<file path="config.mk">
export PLATFORM = sky130hd
export DESIGN_NAME = demux_lane_sched
export DESIGN_NICKNAME = d
export VERILOG_FILES = /design/src/rtl/demux_sched_pkg.sv /design/src/rtl/demux_lane_reg.sv /design/src/rtl/demux_lane_sched.sv
export SDC_FILE = /design/constraint.sdc
export NUM_CORES = 1
export LEC_CHECK = 0
export ABC_AREA = 0
export CAP_MARGIN = 10
export CORE_ASPECT_RATIO = 0.8
export CORE_UTILIZATION = 55
export DETAILED_ROUTE_END_ITERATION = 10
export GPL_ROUTABILITY_DRIVEN = 0
export PLACE_DENSITY = 0.92
export SYNTH_ARGS = -nofsm -noshare
export SYNTH_HDL_FRONTEND = slang
export SYNTH_SLANG_ARGS = --single-unit
</file>
<file path="constraint.sdc">
create_clock -name clk_4f -period 4.75 [get_ports clk_4f]
set_clock_uncertainty 0.2 [all_clocks]
set_input_delay 0.475 -clock clk_4f [delete_from_list [all_inputs] [get_ports clk_4f]]
set_output_delay 0.475 -clock clk_4f [all_outputs]
set_load 0.1 [all_outputs]
</file>
<file path="src/rtl/demux_sched_pkg.sv">
// Shared types and constants for the demux_lane_sched controller and its lane registers.
package demux_sched_pkg;

    typedef enum logic [1:0] {
        ST_INIT  = 2'd0,
        ST_RUN   = 2'd1,
        ST_PAUSE = 2'd2
    } state_e;

    localparam logic LANE0 = 1'b0;
    localparam logic LANE1 = 1'b1;
    localparam int   CNT_W = 8;

    // A lane can take a new word when it is empty or its word leaves this cycle.
    function automatic logic lane_free(input logic valid, input logic drain);
        return !valid || drain;
    endfunction

endpackage

</file>
<file path="src/rtl/demux_lane_reg.sv">
// Per-lane output holding register: loads a steered word, drains on consumer ready,
// and holds both valid and data steady while the consumer stalls.
module demux_lane_reg
    import demux_sched_pkg::*;
#(
    parameter int DATA_W = 4
) (
    input  logic              clk,
    input  logic              reset,
    input  logic              load,
    input  logic [DATA_W-1:0] load_data,
    input  logic              drain,
    output logic              valid,
    output logic [DATA_W-1:0] data,
    output logic              free
);

    logic              valid_r;
    logic [DATA_W-1:0] data_r;

    // Load wins over drain so a word arriving while the old one leaves costs no bubble.
    always_ff @(posedge clk) begin
        if (reset) begin
            valid_r <= 1'b0;
            data_r  <= '0;
        end else if (load) begin
            valid_r <= 1'b1;
            data_r  <= load_data;
        end else if (drain) begin
            valid_r <= 1'b0;
            data_r  <= data_r;
        end else begin
            valid_r <= valid_r;
            data_r  <= data_r;
        end
    end

    assign valid = valid_r;
    assign data  = data_r;
    assign free  = lane_free(valid_r, drain);

endmodule

</file>
<file path="src/rtl/demux_lane_sched.sv">
// 1:2 word demux controller: lane pointer, start-up delay, pause/resume and stall flag.
// Optional per-lane handshake counters are built when LANE_STATS_EN is defined.
module demux_lane_sched
    import demux_sched_pkg::*;
#(
    parameter int DATA_W      = 4,
    parameter int STRICT_ALT  = 1,
    parameter int INIT_CYCLES = 4,
    parameter int STALL_MAX   = 15
) (
    input  logic              clk_4f,
    input  logic              reset,
    input  logic              enable,
    input  logic              valid_in,
    input  logic [DATA_W-1:0] data_in,
    output logic              ready_out,
    output logic              valid_out0,
    output logic [DATA_W-1:0] data_out0,
    input  logic              ready_in0,
    output logic              valid_out1,
    output logic [DATA_W-1:0] data_out1,
    input  logic              ready_in1,
    output logic              active_lane,
    output logic              stall_err
`ifdef LANE_STATS_EN
    ,
    output logic [CNT_W-1:0]  cnt_lane0,
    output logic [CNT_W-1:0]  cnt_lane1
`endif
);

    localparam logic [7:0] INIT_LAST = 8'(INIT_CYCLES - 1);
    localparam logic [7:0] STALL_LIM = 8'(STALL_MAX);

    state_e     state_r;
    logic [7:0] init_cnt_r;
    logic       active_lane_r;
    logic [7:0] stall_cnt_r;
    logic       stall_err_r;

    logic free0_s;
    logic free1_s;
    logic free_active_s;
    logic free_other_s;
    logic avail_s;
    logic ready_s;
    logic accept_s;
    logic chosen_s;
    logic load0_s;
    logic load1_s;

    // Intake decision: which lane is usable and whether upstream may transfer.
    always_comb begin
        free_active_s = 1'b0;
        free_other_s  = 1'b0;
        avail_s       = 1'b0;
        chosen_s      = LANE0;
        if (active_lane_r == LANE1) begin
            free_active_s = free1_s;
            free_other_s  = free0_s;
        end else begin
            free_active_s = free0_s;
            free_other_s  = free1_s;
        end
        if (STRICT_ALT != 0) begin
            avail_s = free_active_s;
        end else begin
            avail_s = free_active_s || free_other_s;
        end
        // In strict mode an accept implies the pointed lane is free, so the fallback never fires.
        if (free_active_s) begin
            chosen_s = active_lane_r;
        end else begin
            chosen_s = ~active_lane_r;
        end
    end

    assign ready_s  = (state_r == ST_RUN) && enable && avail_s;
    assign accept_s = valid_in && ready_s;
    assign load0_s  = accept_s && (chosen_s == LANE0);
    assign load1_s  = accept_s && (chosen_s == LANE1);

    // Controller FSM: start-up delay, then run/pause following enable.
    always_ff @(posedge clk_4f) begin
        if (reset) begin
            state_r    <= ST_INIT;
            init_cnt_r <= 8'd0;
        end else begin
            case (state_r)
                ST_INIT: begin
                    if (init_cnt_r == INIT_LAST) begin
                        state_r    <= ST_RUN;
                        init_cnt_r <= init_cnt_r;
                    end else begin
                        state_r    <= ST_INIT;
                        init_cnt_r <= init_cnt_r + 8'd1;
                    end
                end
                ST_RUN: begin
                    init_cnt_r <= init_cnt_r;
                    if (!enable) begin
                        state_r <= ST_PAUSE;
                    end else begin
                        state_r <= ST_RUN;
                    end
                end
                ST_PAUSE: begin
                    init_cnt_r <= init_cnt_r;
                    if (enable) begin
                        state_r <= ST_RUN;
                    end else begin
                        state_r <= ST_PAUSE;
                    end
                end
                default: begin
                    state_r    <= ST_INIT;
                    init_cnt_r <= 8'd0;
                end
            endcase
        end
    end

    // Lane pointer moves to the lane opposite the one just loaded.
    always_ff @(posedge clk_4f) begin
        if (reset) begin
            active_lane_r <= LANE0;
        end else if (accept_s) begin
            active_lane_r <= ~chosen_s;
        end else begin
            active_lane_r <= active_lane_r;
        end
    end

    // Stall detection: counts consecutive blocked cycles in RUN; the flag is sticky.
    always_ff @(posedge clk_4f) begin
        if (reset) begin
            stall_cnt_r <= 8'd0;
            stall_err_r <= 1'b0;
        end else if ((state_r == ST_RUN) && valid_in && !ready_s) begin
            if (stall_cnt_r != STALL_LIM) begin
                stall_cnt_r <= stall_cnt_r + 8'd1;
            end else begin
                stall_cnt_r <= stall_cnt_r;
            end
            if (stall_cnt_r == (STALL_LIM - 8'd1)) begin
                stall_err_r <= 1'b1;
            end else begin
                stall_err_r <= stall_err_r;
            end
        end else if (!valid_in || accept_s) begin
            stall_cnt_r <= 8'd0;
            stall_err_r <= stall_err_r;
        end else begin
            stall_cnt_r <= stall_cnt_r;
            stall_err_r <= stall_err_r;
        end
    end

    demux_lane_reg #(.DATA_W(DATA_W)) u_lane0 (
        .clk       (clk_4f),
        .reset     (reset),
        .load      (load0_s),
        .load_data (data_in),
        .drain     (ready_in0),
        .valid     (valid_out0),
        .data      (data_out0),
        .free      (free0_s)
    );

    demux_lane_reg #(.DATA_W(DATA_W)) u_lane1 (
        .clk       (clk_4f),
        .reset     (reset),
        .load      (load1_s),
        .load_data (data_in),
        .drain     (ready_in1),
        .valid     (valid_out1),
        .data      (data_out1),
        .free      (free1_s)
    );

`ifdef LANE_STATS_EN
    logic [CNT_W-1:0] cnt_lane0_r;
    logic [CNT_W-1:0] cnt_lane1_r;

    // Handshake counters per lane, wrapping naturally at the counter width.
    always_ff @(posedge clk_4f) begin
        if (reset) begin
            cnt_lane0_r <= '0;
            cnt_lane1_r <= '0;
        end else begin
            if (valid_out0 && ready_in0) begin
                cnt_lane0_r <= cnt_lane0_r + CNT_W'(1);
            end else begin
                cnt_lane0_r <= cnt_lane0_r;
            end
            if (valid_out1 && ready_in1) begin
                cnt_lane1_r <= cnt_lane1_r + CNT_W'(1);
            end else begin
                cnt_lane1_r <= cnt_lane1_r;
            end
        end
    end

    assign cnt_lane0 = cnt_lane0_r;
    assign cnt_lane1 = cnt_lane1_r;
`endif

    assign ready_out   = ready_s;
    assign active_lane = active_lane_r;
    assign stall_err   = stall_err_r;

endmodule
</file>
==> flow_metrics.tcl, run 1 <==
set metrics [dict create \
    cts_setup_buffers 0 \
    critPathKind "input port to primary output" \
    ys_warn_count 0 \
    setup_viol 0 \
    initial_core_util_pct 60.9 \
    power_density_nw_per_um2 374 \
    pre_cts_slack_ps 1240 \
    cts_buffer_depth 2 \
    cp_cell_sequence "clkdlybuf4s50_1 > nand3b_1 > nand3_1 > nor2_1 > clkdlybuf4s50_1" \
    muxShareOfSynthArea_pct 6.56 \
    hold_path_class "register to register" \
    total_power_uw 646 \
    clk_latency_ps 320 \
    ys_types 36 \
    irDropWorstVdd_mv 0.263 \
    syn2layout_area_growth_pct 25.9 \
    num-fill-cells 155 \
    synth_edf_count 0 \
    leakagePower_nw 0.620 \
    wire_per_inst_um 13.8 \
    cts_tree "yes" \
    yosys.area_share.simple_pct 25.5 \
    min_period_over_period_pct 73.8 \
    yosys_register_bits 30 \
    synthCells 152 \
    cp_num_buf_inv 2 \
    slowest_delay_ps 1180 \
    cap_violations 0 \
    synthesis.nets 168 \
    io_buffers 22 \
    grt-ovfl-total 0 \
    core.rowCount 15 \
    synth_xor_area_share_pct 4.47 \
    drc_errors 0 \
    die-area_um2 2700 \
    drv_slew 0 \
    layout_setup_ws_ps 1240 \
    track_usage_pct 23.5 \
    dr_total_vias 1204 \
    cts_buffers 5 \
    cts_sinks 30 \
    cp-end-kind "primary output" \
    h-tree-depth 2 \
    routed_wl_um 2820 \
    hold_violations 0 \
    synthArstFlopShare_pct 0 \
    arrival_ps 2830 \
    slew_headroom_pct 33.9 \
    ant_nets 0 \
    fin_crit_ps 3510 \
    cts.repair.resized 0 \
    root_buffer "clkbuf_4" \
    rsz0062_at_grt "no" \
    yosysSeqAreaShare_pct 43.8 \
    core-area_um2 2250 \
    worst_pin_slew_ps 988 \
    cp_top_family "buffers and inverters" \
    fmax_mhz 285 \
    yosysTopAreaCell "dfxtp_1" \
    critPathLaunchType "input port" \
    synthAdderAreaFrac_pct 5.47 \
    viasPerCell 5.87 \
    die_h_um 46.7 \
    drive_above_1_share_pct 6.11 \
    status "completed" \
    grt_pass1_vias 1103 \
    drtIter0Drc 68 \
    synth_top_family_by_area "simple AND/OR/NAND/NOR gates" \
    antenna_found_initial 0 \
    ios 23 \
    ys_top_cells_by_area "dfxtp_1 44%, mux2i_1 6.6%, nor2_1 5.7%, ha_1 5.5%, nand2_1 3.3%" \
    grt_pass1_wl_um 4670 \
    yosysTopAreaCellShare_pct 43.8 \
    drt_pass1_iterations 4 \
    slowest_stage "clkdlybuf4s50_1" \
    ys.flop_type "dfxtp_1" \
    synth_compound_area_share_pct 11.8 \
    die_x_um 57.9 \
    crit_required_ps 4070 \
    grt_max_degree 17 \
    cpMostUsedCell "clkdlybuf4s50_1" \
    clk_pin_slew_ps 110 \
    syn_area_um2 1370 \
    final_util_pct 76.7 \
    final_nets 195 \
    fin_tns_setup_ps 0 \
    holdBufCountCts 0 \
    avgSynthCellArea_um2 9.03 \
    dp.final_hpwl_um 2080 \
    n_antenna_cell 0 \
    worst-path-max-fanout 6 \
]
==> cells in the mapped netlist (2+ instances only) <==
cell and instances:
a211oi_1 2, a21oi_1 7, a31oi_1 2, a41oi_1 3, and3_1 2, dfxtp_1 30
ha_1 6, inv_1 7, mux2i_1 9, nand2_1 12, nand2b_1 2, nand3_1 6
nand3b_1 2, nand4_1 2, nor2_1 21, nor3_1 6, nor4_1 5, o21ai_0 4
or3b_1 2, xnor2_1 5, xor2_1 2
==> layer usage <==
metal | GRT usage, % | vias up | wire, um
met5 | 0 | - | 0
met4 | 8.57 | 0 | 18
met3 | 8.43 | 4 | 210
met2 | 39.3 | 40 | 1310
met1 | 28.2 | 561 | 1290
li1 | - | 599 | -
==> flip-flops by register name, summed over array words and instances, names as in the netlist <==
signal,flops
init_cnt_r,8
stall_cnt_r,8
stall_err,1
active_lane,1
u_lane1.data,4
u_lane0.valid,1
u_lane1.valid,1
state_r,2
u_lane0.data,4
==> cell families (layout without fill, tap and decap cells) <==
group	count (synthesis)	in the layout
DFF	30	30
muxes	9	9
and+or+nand+nor	68	68
AOI/OAI and AO/OA	23	23
xor gates and xnor gates	7	7
adders and majority gates	6	6
buffers and inverters	9	37
==> final cells by class <==
class,count,area (um^2),share of cell area (%)
flip-flops and latches,30,601,34.8
clock buffers,6,51.3,2.97
multi-input cells,113,738,42.7
inverters,7,26.3,1.52
well taps,25,31.3,1.81
clock inverters,2,60.1,3.48
repair buffers,22,220,12.7
==> worst reg2reg max path: stages, from the launching register on <==
cell and delay [ps]:
dfxtp_1 380, ha_1 320, and3_1 250, nor3b_2 480, mux2i_1 270, nor2_1 50
==> path summary, 6_finish.rpt <==
check	from	endpoint	slack, ps	cells after the start
worst max-delay path	ready_in1	ready_out	1240	5
worst min-delay path	stall_err$_SDFFE_PP0P_	stall_err$_SDFFE_PP0P_	300	2
worst max register to register	state_r[0]$_SDFF_PP0_	u_lane0.data[0]$_SDFFE_PP0P_	2680	5
worst min register to register	stall_err$_SDFFE_PP0P_	stall_err$_SDFFE_PP0P_	300	2
==> per-stage QoR <==
| step | hold WS (ps) | std cells | cell area (um^2) |
|---|---|---|---|
| 3_5_place_dp | 278 | 197 | 1620 |
| 3_3_place_gp | 262 | 197 | 1620 |
| 2_1_floorplan | 278 | 152 | 1370 |
| 4_1_cts | 299 | 205 | 1730 |
| 5_1_grt | 331 | 205 | 1730 |
| 6_report | 297 | 205 | 1730 |
==> cells in the final DEF, fill, tap and decap left out, types with 3 or more instances in the layout <==
| cell type | Yosys | final |
|---|---|---|
| ha_1 | 6 | 6 |
| nand2_1 | 12 | 12 |
| xnor2_1 | 5 | 5 |
| nor4_1 | 5 | 5 |
| nor2_1 | 21 | 21 |
| inv_1 | 7 | 7 |
| mux2i_1 | 9 | 9 |
| clkdlybuf4s50_1 | 0 | 22 |
| clkbuf_4 | 0 | 5 |
| a41oi_1 | 3 | 3 |
| dfxtp_1 | 30 | 30 |
| nor3_1 | 6 | 6 |
| nand3_1 | 6 | 6 |
| a21oi_1 | 7 | 7 |
| o21ai_0 | 4 | 4 |
==> power by group <==
part	internal [mW]	leakage [nW]	switching, mW
Clock	0.178	0.0585	0.0889
Sequential	0.266	0.242	0.0119
Combinational	0.0403	0.319	0.0605
Total	0.484	0.620	0.161
No activity file was read; power rests on OpenSTA's default activity.
==> run 2, diff against run 1 <==
Settings changed: CORE_UTILIZATION 55 to 46, PLACE_DENSITY 0.92 to 0.83.
Clock period 4.75 ns to 2.9 ns, I/O delays scaled along.
==> run 2 against run 1 <==
Core utilization fell by 15 points. Clock-buffer cell count up 1. Worst hold slack worse by 8.3 ps. Die area rose by 19%. Power grew 60%. Worst setup slack got worse by 520 ps. Critical endpoint unchanged. Combinational power rose by 66%. Sequential power grew 64%. First-iteration DRC count up 28%. Largest power group unchanged. Wire length grew 6.9%. Critical path depth did not move.
==> flow_metrics.tcl, run 2 (synthesis gave the netlist of run 1 again) <==
set metrics [dict create \
    grt_pass1_vias 1124 \
    reg.largest.list "init_cnt_r (8), stall_cnt_r (8)" \
    status "completed" \
    worst-path-max-fanout 7 \
    num-fill-cells 238 \
    placement.cell_area_um2 1620 \
    hold_path_class "register to register" \
    layout_commonest_cell "dfxtp_1" \
    min_period_over_period_pct 75.2 \
    worst_pin_slew_ps 566 \
    cp_num_buf_inv 3 \
    clkPwrFrac_pct 39.6 \
    ff2ff_path_depth 6 \
    dr_total_vias 1223 \
    wire_per_inst_um 13.8 \
    holdBufCountCts 0 \
    n_antenna_cell 0 \
    track_usage_pct 20.8 \
    antenna_found_initial 0 \
    ios 23 \
    fin_tns_setup_ps 0 \
    cts_sinks 30 \
    slew_headroom_pct 62.2 \
    core-area_um2 2790 \
    cpMostUsedCell "inv_1" \
    dp.final_hpwl_um 2120 \
    drc_errors 0 \
    cts_buffer_depth 2 \
    swShare_pct 26.5 \
    h-tree-depth 2 \
    arrival_ps 1690 \
    combPwrFrac_pct 16.2 \
    critical_path_depth 5 \
    viasPerCell 5.58 \
    cp_cell_sequence "inv_1 > ha_1 > inv_1 > nor2_2 > buf_12" \
    critPathLaunchType "register" \
    cts.repair.resized 0 \
    die-area_um2 3210 \
    grt_max_degree 17 \
    die_x_um 63.1 \
    cap_violations 0 \
    drv_slew 0 \
    root_buffer "clkbuf_8" \
    switching_power_uw 274 \
    p_int_uw 760 \
    fin_crit_ps 2180 \
    final_cell_mix "30 x dfxtp_1, 20 x nor2_1, 13 x buf_4, 12 x nand2_1" \
    cts_tree "yes" \
    grt_pass1_wl_um 4890 \
    drtIter0Drc 87 \
    power_density_nw_per_um2 598 \
    drt_pass1_iterations 4 \
    rsz0062_at_grt "no" \
    whs_ps 288 \
    setup_viol 0 \
    power_frac_seq_pct 44.1 \
    cts_buffers 5 \
    io_buffers 22 \
    initial_core_util_pct 49.3 \
    die_h_um 50.9 \
    irDropWorstVdd_mv 0.375 \
    slowest_delay_ps 320 \
    drive_above_1_share_pct 13.3 \
    core.rowCount 17 \
    leakagePower_nw 0.648 \
    cp_top_family "buffers and inverters" \
    hold_violations 0 \
    finalInstanceArea_um2 1730 \
    ant_nets 0 \
    grt-ovfl-total 0 \
    holdPathStages 2 \
    fmax_mhz 459 \
    critPathKind "register to primary output" \
    cp-end-kind "primary output" \
    slowest_stage "dfxtp_1" \
    clk_latency_ps 290 \
    routed_wl_um 3020 \
    cts_setup_buffers 0 \
    clk_pin_slew_ps 60 \
    syn2layout_area_growth_pct 26.0 \
    crit_required_ps 2410 \
    final_nets 196 \
]
[run 2: cell count changes in the layout (fill, tap and decap cells not counted)]
cell	before	now
nor2_2	0	1
clkbuf_4	5	0
bufinv_16	2	1
nor2_1	21	20
clkbuf_8	1	5
clkdlybuf4s50_1	22	9
clkbuf_1	0	2
buf_12	0	1
buf_4	0	13
[run 2: final cells by class]
type	count	area, um^2	share of cell area [%]
Inverter	7	26.3	1.52
Clock inverter	1	30.0	1.74
Multi-Input combinational cell	113	741	42.8
Tap cell	38	47.5	2.75
Timing Repair Buffer	23	208	12.0
Clock buffer	7	76.3	4.41
Sequential cell	30	601	34.7
[run 2: stage by stage]
stage | worst slack, ps | util, % | total power, mW | std cells
2_1_floorplan | 34.3 | - | 0.582 | 152
3_3_place_gp | 715 | 58.2 | 0.622 | 211
6_report | 720 | 62.1 | 1.03 | 219
5_1_grt | 608 | 62.1 | 1.08 | 219
3_5_place_dp | 665 | 58.2 | 0.631 | 211
4_1_cts | 748 | 62.1 | 1.04 | 219
[run 2: power groups by stage]
stage                     clock network [mW]  registers [mW]  logic (mW)
after detailed placement                   0           0.465       0.166
after global routing                   0.437           0.461       0.183
after CTS                              0.415           0.456       0.167
after global placement                     0           0.463       0.159
final                                  0.410           0.457       0.168
after floorplan                            0           0.477       0.106
[run 2: layer usage]
metal	up-vias	GRT usage, %	share of wire (%)
li1	602	-	-
met1	552	24.1	44
met2	62	32.3	46
met3	7	9.15	8.3
met4	0	11.2	2.0
met5	-	0	0
[run 2: final timing paths]
path	end	slack, ps	startpoint
hold / removal	stall_err$_SDFFE_PP0P_	290	stall_err$_SDFFE_PP0P_
hold reg to reg	stall_err$_SDFFE_PP0P_	290	stall_err$_SDFFE_PP0P_
setup / recovery	ready_out	720	state_r[1]$_SDFF_PP0_
setup reg to reg	u_lane0.data[2]$_SDFFE_PP0P_	820	state_r[1]$_SDFF_PP0_
[run 2: tightest hold or removal path, cell delays in order, from the launching register on]
cell and delay, ps:
dfxtp_1 330, a41oi_1 50, nor2_1 70
